### config.mk
export PLATFORM = sky130hd
export DESIGN_NAME = hazard_scoreboard_flat
export DESIGN_NICKNAME = d
export VERILOG_FILES = /design/src/rtl/hazard_pkg.sv /design/src/rtl/hazard_scoreboard_if.sv /design/src/rtl/long_op_tracker.sv /design/src/rtl/hazard_scoreboard.sv /design/src/flat_wrapper.sv
export SDC_FILE = /design/constraint.sdc
export NUM_CORES = 1
export LEC_CHECK = 0
export ABC_AREA = 1
export ABC_CLOCK_PERIOD_IN_PS = 2300
export CORE_MARGIN = 2
export CORE_UTILIZATION = 53
export CTS_BUF_LIST = sky130_fd_sc_hd__clkbuf_8
export DETAILED_ROUTE_END_ITERATION = 10
export PLACE_DENSITY = 0.83
export SETUP_SLACK_MARGIN = 0.02
export SLEW_MARGIN = 40
export SYNTH_ARGS = -nofsm -noshare
export SYNTH_HDL_FRONTEND = slang
export SYNTH_HIERARCHICAL = 1
export SYNTH_SLANG_ARGS = --single-unit
### constraint.sdc
create_clock -name clk -period 2.3 [get_ports clk]
set_input_delay 0.23 -clock clk [delete_from_list [all_inputs] [get_ports clk]]
set_output_delay 0.23 -clock clk [all_outputs]
set_load 0.02 [all_outputs]
### src/rtl/hazard_pkg.sv
// Shared types for the ID/EX hazard scoreboard: register index type,
// stall cause encoding and the register-match rule used by all hazard checks.
package hazard_pkg;

    localparam int REG_IDX_W = 5;

    typedef logic [REG_IDX_W-1:0] reg_idx_t;

    typedef enum logic [2:0] {
        NONE     = 3'd0,
        LOAD_USE = 3'd1,
        LONG_RAW = 3'd2,
        LONG_WAW = 3'd3,
        STRUCT   = 3'd4
    } stall_cause_e;

    // Two indices collide unless they are the hardwired-zero register.
    function automatic logic reg_match(input reg_idx_t a, input reg_idx_t b, input logic x0_hw);
        return (a == b) && !(x0_hw && (a == '0));
    endfunction

endpackage

### src/rtl/hazard_scoreboard_if.sv
// ID/EX-side signals seen by the hazard scoreboard. The pipeline drives the
// master side; the scoreboard sits on the slave side.
interface hazard_scoreboard_if #(
    parameter int CNT_W = 32
);
    import hazard_pkg::*;

    logic             id_valid;
    reg_idx_t         id_rs1;
    reg_idx_t         id_rs2;
    logic             id_rs1_used;
    logic             id_rs2_used;
    reg_idx_t         id_rd;
    logic             id_reg_write;
    logic             id_is_long;
    logic             ex_valid;
    logic             ex_mem_read;
    reg_idx_t         ex_rd;
    logic             branch_flush;

    logic             stall;
    logic             pc_write;
    logic             if_id_write;
    logic             id_ex_bubble;
    logic             if_id_flush;
    logic             long_busy;
    stall_cause_e     stall_cause;
    logic [CNT_W-1:0] stall_count;

    modport master (
        output id_valid, id_rs1, id_rs2, id_rs1_used, id_rs2_used, id_rd,
               id_reg_write, id_is_long, ex_valid, ex_mem_read, ex_rd, branch_flush,
        input  stall, pc_write, if_id_write, id_ex_bubble, if_id_flush,
               long_busy, stall_cause, stall_count
    );

    modport slave (
        input  id_valid, id_rs1, id_rs2, id_rs1_used, id_rs2_used, id_rd,
               id_reg_write, id_is_long, ex_valid, ex_mem_read, ex_rd, branch_flush,
        output stall, pc_write, if_id_write, id_ex_bubble, if_id_flush,
               long_busy, stall_cause, stall_count
    );

endinterface

### src/rtl/long_op_tracker.sv
// Tracks the single in-flight multi-cycle (mul/div) op: remaining latency,
// destination and whether it writes, and flags RAW/WAW collisions with ID.
module long_op_tracker
    import hazard_pkg::*;
#(
    parameter int LONG_LAT     = 4,
    parameter int X0_HARDWIRED = 1
) (
    input  logic     clk,
    input  logic     rst,
    input  logic     issue,
    input  logic     id_valid,
    input  reg_idx_t id_rs1,
    input  logic     id_rs1_used,
    input  reg_idx_t id_rs2,
    input  logic     id_rs2_used,
    input  reg_idx_t id_rd,
    input  logic     id_reg_write,
    output logic     busy,
    output logic     raw_hit,
    output logic     waw_hit
);

    localparam logic [3:0] LAT   = 4'(LONG_LAT);
    localparam logic       X0_HW = (X0_HARDWIRED != 0);

    logic [3:0] long_cnt;
    reg_idx_t   long_rd;
    logic       long_wr;
    logic       pending;

    // Load latency on issue, otherwise count down to idle; rd/wr persist.
    always_ff @(posedge clk or posedge rst) begin
        if (rst) begin
            long_cnt <= '0;
            long_rd  <= '0;
            long_wr  <= 1'b0;
        end else if (issue) begin
            long_cnt <= LAT;
            long_rd  <= id_rd;
            long_wr  <= id_reg_write && ((id_rd != '0) || !X0_HW);
        end else if (long_cnt != 4'd0) begin
            long_cnt <= long_cnt - 4'd1;
        end
    end

    // At long_cnt==1 the result is on the forwarding path, so only >1 blocks.
    assign pending = (long_cnt > 4'd1) && long_wr && id_valid;
    assign busy    = (long_cnt != 4'd0);
    assign raw_hit = pending &&
                     ((id_rs1_used && reg_match(long_rd, id_rs1, X0_HW)) ||
                      (id_rs2_used && reg_match(long_rd, id_rs2, X0_HW)));
    assign waw_hit = pending && id_reg_write && reg_match(long_rd, id_rd, X0_HW);

endmodule

### src/rtl/hazard_scoreboard.sv
// Hazard controller between ID and EX: load-use, long-op RAW/WAW and
// structural stalls, branch flush, stall cause and saturating stall counter.
module hazard_scoreboard
    import hazard_pkg::*;
#(
    parameter int LOAD_USE_STALL = 1,
    parameter int LONG_LAT       = 4,
    parameter int CNT_W          = 32,
    parameter int X0_HARDWIRED   = 1
) (
    input  logic                clk,
    input  logic                rst,
    hazard_scoreboard_if.slave  bus
);

    localparam logic [1:0] LU_INIT = 2'(LOAD_USE_STALL - 1);
    localparam logic       X0_HW   = (X0_HARDWIRED != 0);

    logic         [1:0] lu_cnt;
    logic               lu_cond;
    logic               lu_hit;
    logic               long_busy;
    logic               raw_hit;
    logic               waw_hit;
    logic               struct_hit;
    logic               stall_int;
    logic               issue;
    stall_cause_e       cause;
    logic   [CNT_W-1:0] stall_count;

    assign lu_cond = bus.id_valid && bus.ex_valid && bus.ex_mem_read &&
                     ((bus.id_rs1_used && reg_match(bus.ex_rd, bus.id_rs1, X0_HW)) ||
                      (bus.id_rs2_used && reg_match(bus.ex_rd, bus.id_rs2, X0_HW)));
    assign lu_hit     = lu_cond || (lu_cnt != 2'd0);
    assign struct_hit = long_busy && bus.id_is_long && bus.id_valid;
    // rst gating keeps the outputs at their idle values while reset is held.
    assign stall_int  = (lu_hit || raw_hit || waw_hit || struct_hit) &&
                        !bus.branch_flush && !rst;
    assign issue      = bus.id_valid && bus.id_is_long && !stall_int && !bus.branch_flush;

    long_op_tracker #(
        .LONG_LAT     (LONG_LAT),
        .X0_HARDWIRED (X0_HARDWIRED)
    ) u_long (
        .clk          (clk),
        .rst          (rst),
        .issue        (issue),
        .id_valid     (bus.id_valid),
        .id_rs1       (bus.id_rs1),
        .id_rs1_used  (bus.id_rs1_used),
        .id_rs2       (bus.id_rs2),
        .id_rs2_used  (bus.id_rs2_used),
        .id_rd        (bus.id_rd),
        .id_reg_write (bus.id_reg_write),
        .busy         (long_busy),
        .raw_hit      (raw_hit),
        .waw_hit      (waw_hit)
    );

    // Load-use extension counter; a flush abandons any remaining stall.
    always_ff @(posedge clk or posedge rst) begin
        if (rst) begin
            lu_cnt <= 2'd0;
        end else if (bus.branch_flush) begin
            lu_cnt <= 2'd0;
        end else if (lu_cond && (lu_cnt == 2'd0)) begin
            lu_cnt <= LU_INIT;
        end else if (lu_cnt != 2'd0) begin
            lu_cnt <= lu_cnt - 2'd1;
        end
    end

    // Saturating count of cycles the front end was held.
    always_ff @(posedge clk or posedge rst) begin
        if (rst) begin
            stall_count <= '0;
        end else if (stall_int && (stall_count != '1)) begin
            stall_count <= stall_count + CNT_W'(1);
        end
    end

    // Highest-priority active hazard names the stall.
    always_comb begin
        cause = NONE;
        if (stall_int) begin
            if (lu_hit)       cause = LOAD_USE;
            else if (raw_hit) cause = LONG_RAW;
            else if (waw_hit) cause = LONG_WAW;
            else              cause = STRUCT;
        end
    end

    assign bus.stall        = stall_int;
    assign bus.pc_write     = !stall_int;
    assign bus.if_id_write  = !stall_int;
    assign bus.id_ex_bubble = !rst && (stall_int || bus.branch_flush);
    assign bus.if_id_flush  = !rst && bus.branch_flush;
    assign bus.long_busy    = long_busy;
    assign bus.stall_cause  = cause;
    assign bus.stall_count  = stall_count;

endmodule

### src/flat_wrapper.sv
// flat-port wrapper written by rule: the top's interface ports become plain ports
module hazard_scoreboard_flat import hazard_pkg::*;
#(
    parameter int LOAD_USE_STALL = 1,
    parameter int LONG_LAT       = 4,
    parameter int CNT_W          = 32,
    parameter int X0_HARDWIRED   = 1
)
  (clk, rst, bus_id_valid, bus_id_rs1, bus_id_rs2, bus_id_rs1_used, bus_id_rs2_used, bus_id_rd, bus_id_reg_write, bus_id_is_long, bus_ex_valid, bus_ex_mem_read, bus_ex_rd, bus_branch_flush, bus_stall, bus_pc_write, bus_if_id_write, bus_id_ex_bubble, bus_if_id_flush, bus_long_busy, bus_stall_cause, bus_stall_count);
  hazard_scoreboard_if #(.CNT_W(CNT_W)) bus_i ();
  input  logic clk;
  input  logic rst;
  input wire logic [$bits(bus_i.id_valid)-1:0] bus_id_valid;
  input wire logic [$bits(bus_i.id_rs1)-1:0] bus_id_rs1;
  input wire logic [$bits(bus_i.id_rs2)-1:0] bus_id_rs2;
  input wire logic [$bits(bus_i.id_rs1_used)-1:0] bus_id_rs1_used;
  input wire logic [$bits(bus_i.id_rs2_used)-1:0] bus_id_rs2_used;
  input wire logic [$bits(bus_i.id_rd)-1:0] bus_id_rd;
  input wire logic [$bits(bus_i.id_reg_write)-1:0] bus_id_reg_write;
  input wire logic [$bits(bus_i.id_is_long)-1:0] bus_id_is_long;
  input wire logic [$bits(bus_i.ex_valid)-1:0] bus_ex_valid;
  input wire logic [$bits(bus_i.ex_mem_read)-1:0] bus_ex_mem_read;
  input wire logic [$bits(bus_i.ex_rd)-1:0] bus_ex_rd;
  input wire logic [$bits(bus_i.branch_flush)-1:0] bus_branch_flush;
  output wire logic [$bits(bus_i.stall)-1:0] bus_stall;
  output wire logic [$bits(bus_i.pc_write)-1:0] bus_pc_write;
  output wire logic [$bits(bus_i.if_id_write)-1:0] bus_if_id_write;
  output wire logic [$bits(bus_i.id_ex_bubble)-1:0] bus_id_ex_bubble;
  output wire logic [$bits(bus_i.if_id_flush)-1:0] bus_if_id_flush;
  output wire logic [$bits(bus_i.long_busy)-1:0] bus_long_busy;
  output wire logic [$bits(bus_i.stall_cause)-1:0] bus_stall_cause;
  output wire logic [$bits(bus_i.stall_count)-1:0] bus_stall_count;
  assign bus_i.id_valid = bus_id_valid;
  assign bus_i.id_rs1 = bus_id_rs1;
  assign bus_i.id_rs2 = bus_id_rs2;
  assign bus_i.id_rs1_used = bus_id_rs1_used;
  assign bus_i.id_rs2_used = bus_id_rs2_used;
  assign bus_i.id_rd = bus_id_rd;
  assign bus_i.id_reg_write = bus_id_reg_write;
  assign bus_i.id_is_long = bus_id_is_long;
  assign bus_i.ex_valid = bus_ex_valid;
  assign bus_i.ex_mem_read = bus_ex_mem_read;
  assign bus_i.ex_rd = bus_ex_rd;
  assign bus_i.branch_flush = bus_branch_flush;
  assign bus_stall = bus_i.stall;
  assign bus_pc_write = bus_i.pc_write;
  assign bus_if_id_write = bus_i.if_id_write;
  assign bus_id_ex_bubble = bus_i.id_ex_bubble;
  assign bus_if_id_flush = bus_i.if_id_flush;
  assign bus_long_busy = bus_i.long_busy;
  assign bus_stall_cause = bus_i.stall_cause;
  assign bus_stall_count = bus_i.stall_count;
  hazard_scoreboard #(.LOAD_USE_STALL(LOAD_USE_STALL), .LONG_LAT(LONG_LAT), .CNT_W(CNT_W), .X0_HARDWIRED(X0_HARDWIRED)) u_core (.clk(clk), .rst(rst), .bus(bus_i));
endmodule
==> results.sh <==
export IMPL_clk_latency_ns=0.29
export IMPL_tightest_slew_ns=0.480
export IMPL_rr_worst_depth=11
export IMPL_p_int_mw=1.47
export IMPL_drtIter0Drc=345
export IMPL_start_util_pct=54.0
export IMPL_grt_max_degree=35
export IMPL_num_vias=3970
export IMPL_dieHeight_um=83.7
export IMPL_synth_distinct_cells=24
export IMPL_grt_pass1_vias=3762
export IMPL_swShare_pct=36.3
export IMPL_num_rows=29
export IMPL_max_freq_mhz=435
export IMPL_fin_crit_ns=2.30
export IMPL_clkTransAtPathRegs_ns=0.08
export IMPL_synth_top_area_share_pct=32.7
export IMPL_reg2reg_to="u_core/bus.stall_count[30]"
export IMPL_slew_headroom_pct=67.8
export IMPL_required_ns=2.07
export IMPL_core_area_mm2=0.00624
export IMPL_synthesis_nets=572
export IMPL_cts_buffers=5
export IMPL_p_leak_nw=2.29
export IMPL_critPathKind="flop to output pin"
export IMPL_routed_via_density=5.56
export IMPL_maxCapViolations=0
export IMPL_end_kind="output pin"
export IMPL_yosysSeqAreaShare_pct=32.7
export IMPL_routedWlPerCell_um=15.3
export IMPL_dp_cells=702
export IMPL_htree_levels=2
export IMPL_utilization_pct=72.3
export IMPL_final_cells=714
export IMPL_io_buffers=70
export IMPL_cts_hold_fix_buffers=0
export IMPL_root_buffer="clkbuf_8"
export IMPL_hold_class="input port to async pin"
export IMPL_clock_sinks=44
export IMPL_post_dp_hpwl_um=8340
export IMPL_setup_violations=0
export IMPL_synth_seq_cells=44
export IMPL_finClkSkew_ns=0.00437
export IMPL_drcViolationCount=0
export IMPL_r2r_start="u_core/u_long/long_cnt[0]"
export IMPL_synth_edff_count=0
export IMPL_r2r_setup_slack_ns=0.09
export IMPL_vdd_drop_max_uv=638
export IMPL_async_reset_ff_share_pct=100
export IMPL_netlist_area_mm2=0.00337
export IMPL_ant_nets=0
export IMPL_drv_slew=0
export IMPL_synthFlopType="dfrtp_1"
export IMPL_worst_hold_slack_ns=0.423
export IMPL_finalCritPeriodShare_pct=100
export IMPL_antenna_found_initial=0
export IMPL_synth_area_leaders="dfrtp_1 (33%), nand2_1 (24%), nand4_1 (8.5%), nor2_1 (8.1%), inv_1 (6.5%)"
export IMPL_ios=71
export IMPL_worst_endpoint_arrival_ns=2.07
export IMPL_synth_area_per_cell_um2=6.25
export IMPL_hold_viol_final=0
export IMPL_gr_total_overflow=0
export IMPL_drive_gt1_share_pct=11.5
export IMPL_grt_setup_unrepaired="true"
export IMPL_cp_start_kind="flop"
export IMPL_yosysTopAreaCell="dfrtp_1"
export IMPL_synth_most_common_cell="nand2_1"
export IMPL_p_comb_share_pct=37.9
export IMPL_status="complete, no violations"
export IMPL_synth_common_cells="nand2_1 (215), nor2_1 (73), inv_1 (58)"
export IMPL_grt_pass1_wl_um=18200
export IMPL_clkPwrFrac_pct=20.6
export IMPL_synth_warnings=6
export IMPL_power_switching_mw=0.838
export IMPL_die_w_um=83.7
export IMPL_seq_area_mm2=0.00110
export IMPL_nets=670
export IMPL_grt_use_total_pct=31.7
export IMPL_drt_pass1_iterations=5
export IMPL_drt_wl_total_um=10900
export IMPL_gp_congestion=1.02
export IMPL_path_max_fanout=6
export IMPL_fillCellCount=556
export IMPL_diodes=0
export IMPL_pwr_density_cell_mw_per_mm2=511
export IMPL_syn_inst=539
export IMPL_cts_tree="built"
export IMPL_clockBufferDepth=2
export IMPL_seqPwrFrac_pct=41.5
export IMPL_syn2layout_area_growth_pct=33.8
export IMPL_multi_input_area_mm2=0.00201
export IMPL_die_area_mm2=0.00701
## metrics by stage
step	instance area [µm²]	setup WS (ns)	power, mW	setup TNS, ns
after floorplan	3370	0.00500	1.37	0
after global placement	4320	-0.328	1.71	-4.41
after CTS	4400	-0.0172	2.24	-0.0476
after global routing	4510	-0.135	2.46	-1.37
after detailed placement	4320	-0.391	1.75	-7.82
final	4510	0.00100	2.31	0
## routing by layer
| layer | up-vias | part of all wire [%] | GRT usage, % |
|---|---|---|---|
| met5 | - | 0 | 0 |
| met4 | 0 | 1.2 | 7.18 |
| met3 | 17 | 8.5 | 5.04 |
| met2 | 192 | 47 | 50.7 |
| met1 | 1850 | 44 | 45.6 |
| li1 | 1911 | - | - |
## worst max-delay path: stages (launching register included)
cell,delay (ns)
dfrtp_1,0.43
ha_1,0.23
o21ai_2,0.12
nand4_1,0.21
nor2_2,0.22
nor2_2,0.07
nand4_2,0.11
nand2_4,0.10
a21oi_2,0.15
buf_4,0.15
## power groups by stage
stage                     Sequential [mW]  Clock [mW]  Combinational [mW]
after floorplan                     0.994           0               0.380
after global placement              0.958           0               0.752
after detailed placement            0.967           0               0.782
after CTS                           0.952       0.495               0.791
after global routing                0.969       0.531               0.958
final                               0.957       0.474               0.875
## sequential cells by signal, indices dropped and copies added (netlist names)
name	count
u_core/bus.stall_count	32
u_core/lu_cnt	2
u_core/u_long/long_cnt	4
u_core/u_long/long_rd	5
u_core/u_long/long_wr	1
## layout by cell type (no fill, tap or decap), types with 7 or more instances in the layout
cell	n
nand2_1	214
nor2_1	69
clkdlybuf4s50_1	62
inv_1	55
nand4_1	46
dfrtp_1	44
buf_4	36
xor2_1	15
nand3_1	14
nor3_1	10
nand3b_1	9
o21ai_0	9
inv_2	7
## how the worst max path moves through the flow
stage,slack [ns],start,cells after the start,to
after global placement,-0.33,bus_id_rs2[3],12,bus_id_ex_bubble
after CTS,-0.02,u_core/u_long/long_cnt[0],12,u_core/bus.stall_count[30]
after global routing,-0.13,u_core/u_long/long_cnt[0],10,bus_id_ex_bubble
final,0.001,u_core/u_long/long_cnt[0],9,bus_id_ex_bubble
after detailed placement,-0.39,bus_id_rs1[2],12,bus_id_ex_bubble
after floorplan,0.005,u_core/u_long/long_cnt[0],13,u_core/u_long/long_wr
## logic make-up (layout without fill, tap and decap cells)
| logic type | count (synthesis) | count (layout) | synth area share (%) |
|---|---|---|---|
| AOI/OAI and AO/OA | 21 | 21 | 3.30 |
| buffers and inverters | 77 | 175 | 9.51 |
| and+or+nand+nor | 374 | 374 | 48.2 |
| DFF | 44 | 44 | 32.7 |
| adders and majority gates | 3 | 3 | 1.11 |
| xor gates and xnor gates | 20 | 20 | 5.20 |
## area by class of cell
class,instances,area share [%]
Clock buffer,5,1.53
Clock inverter,2,0.277
Inverter,63,5.36
Multi-Input combinational cell,418,44.6
Sequential cell,44,24.4
Tap cell,77,2.14
Timing Repair Buffer,105,21.7
## repair_timing
action	4_1_cts	5_1_grt
endpoints found under the setup margin	46	48
pin swaps	4	7
gates resized for setup	33	28
setup buffers	1	4
(Power assumes the default switching activity.)
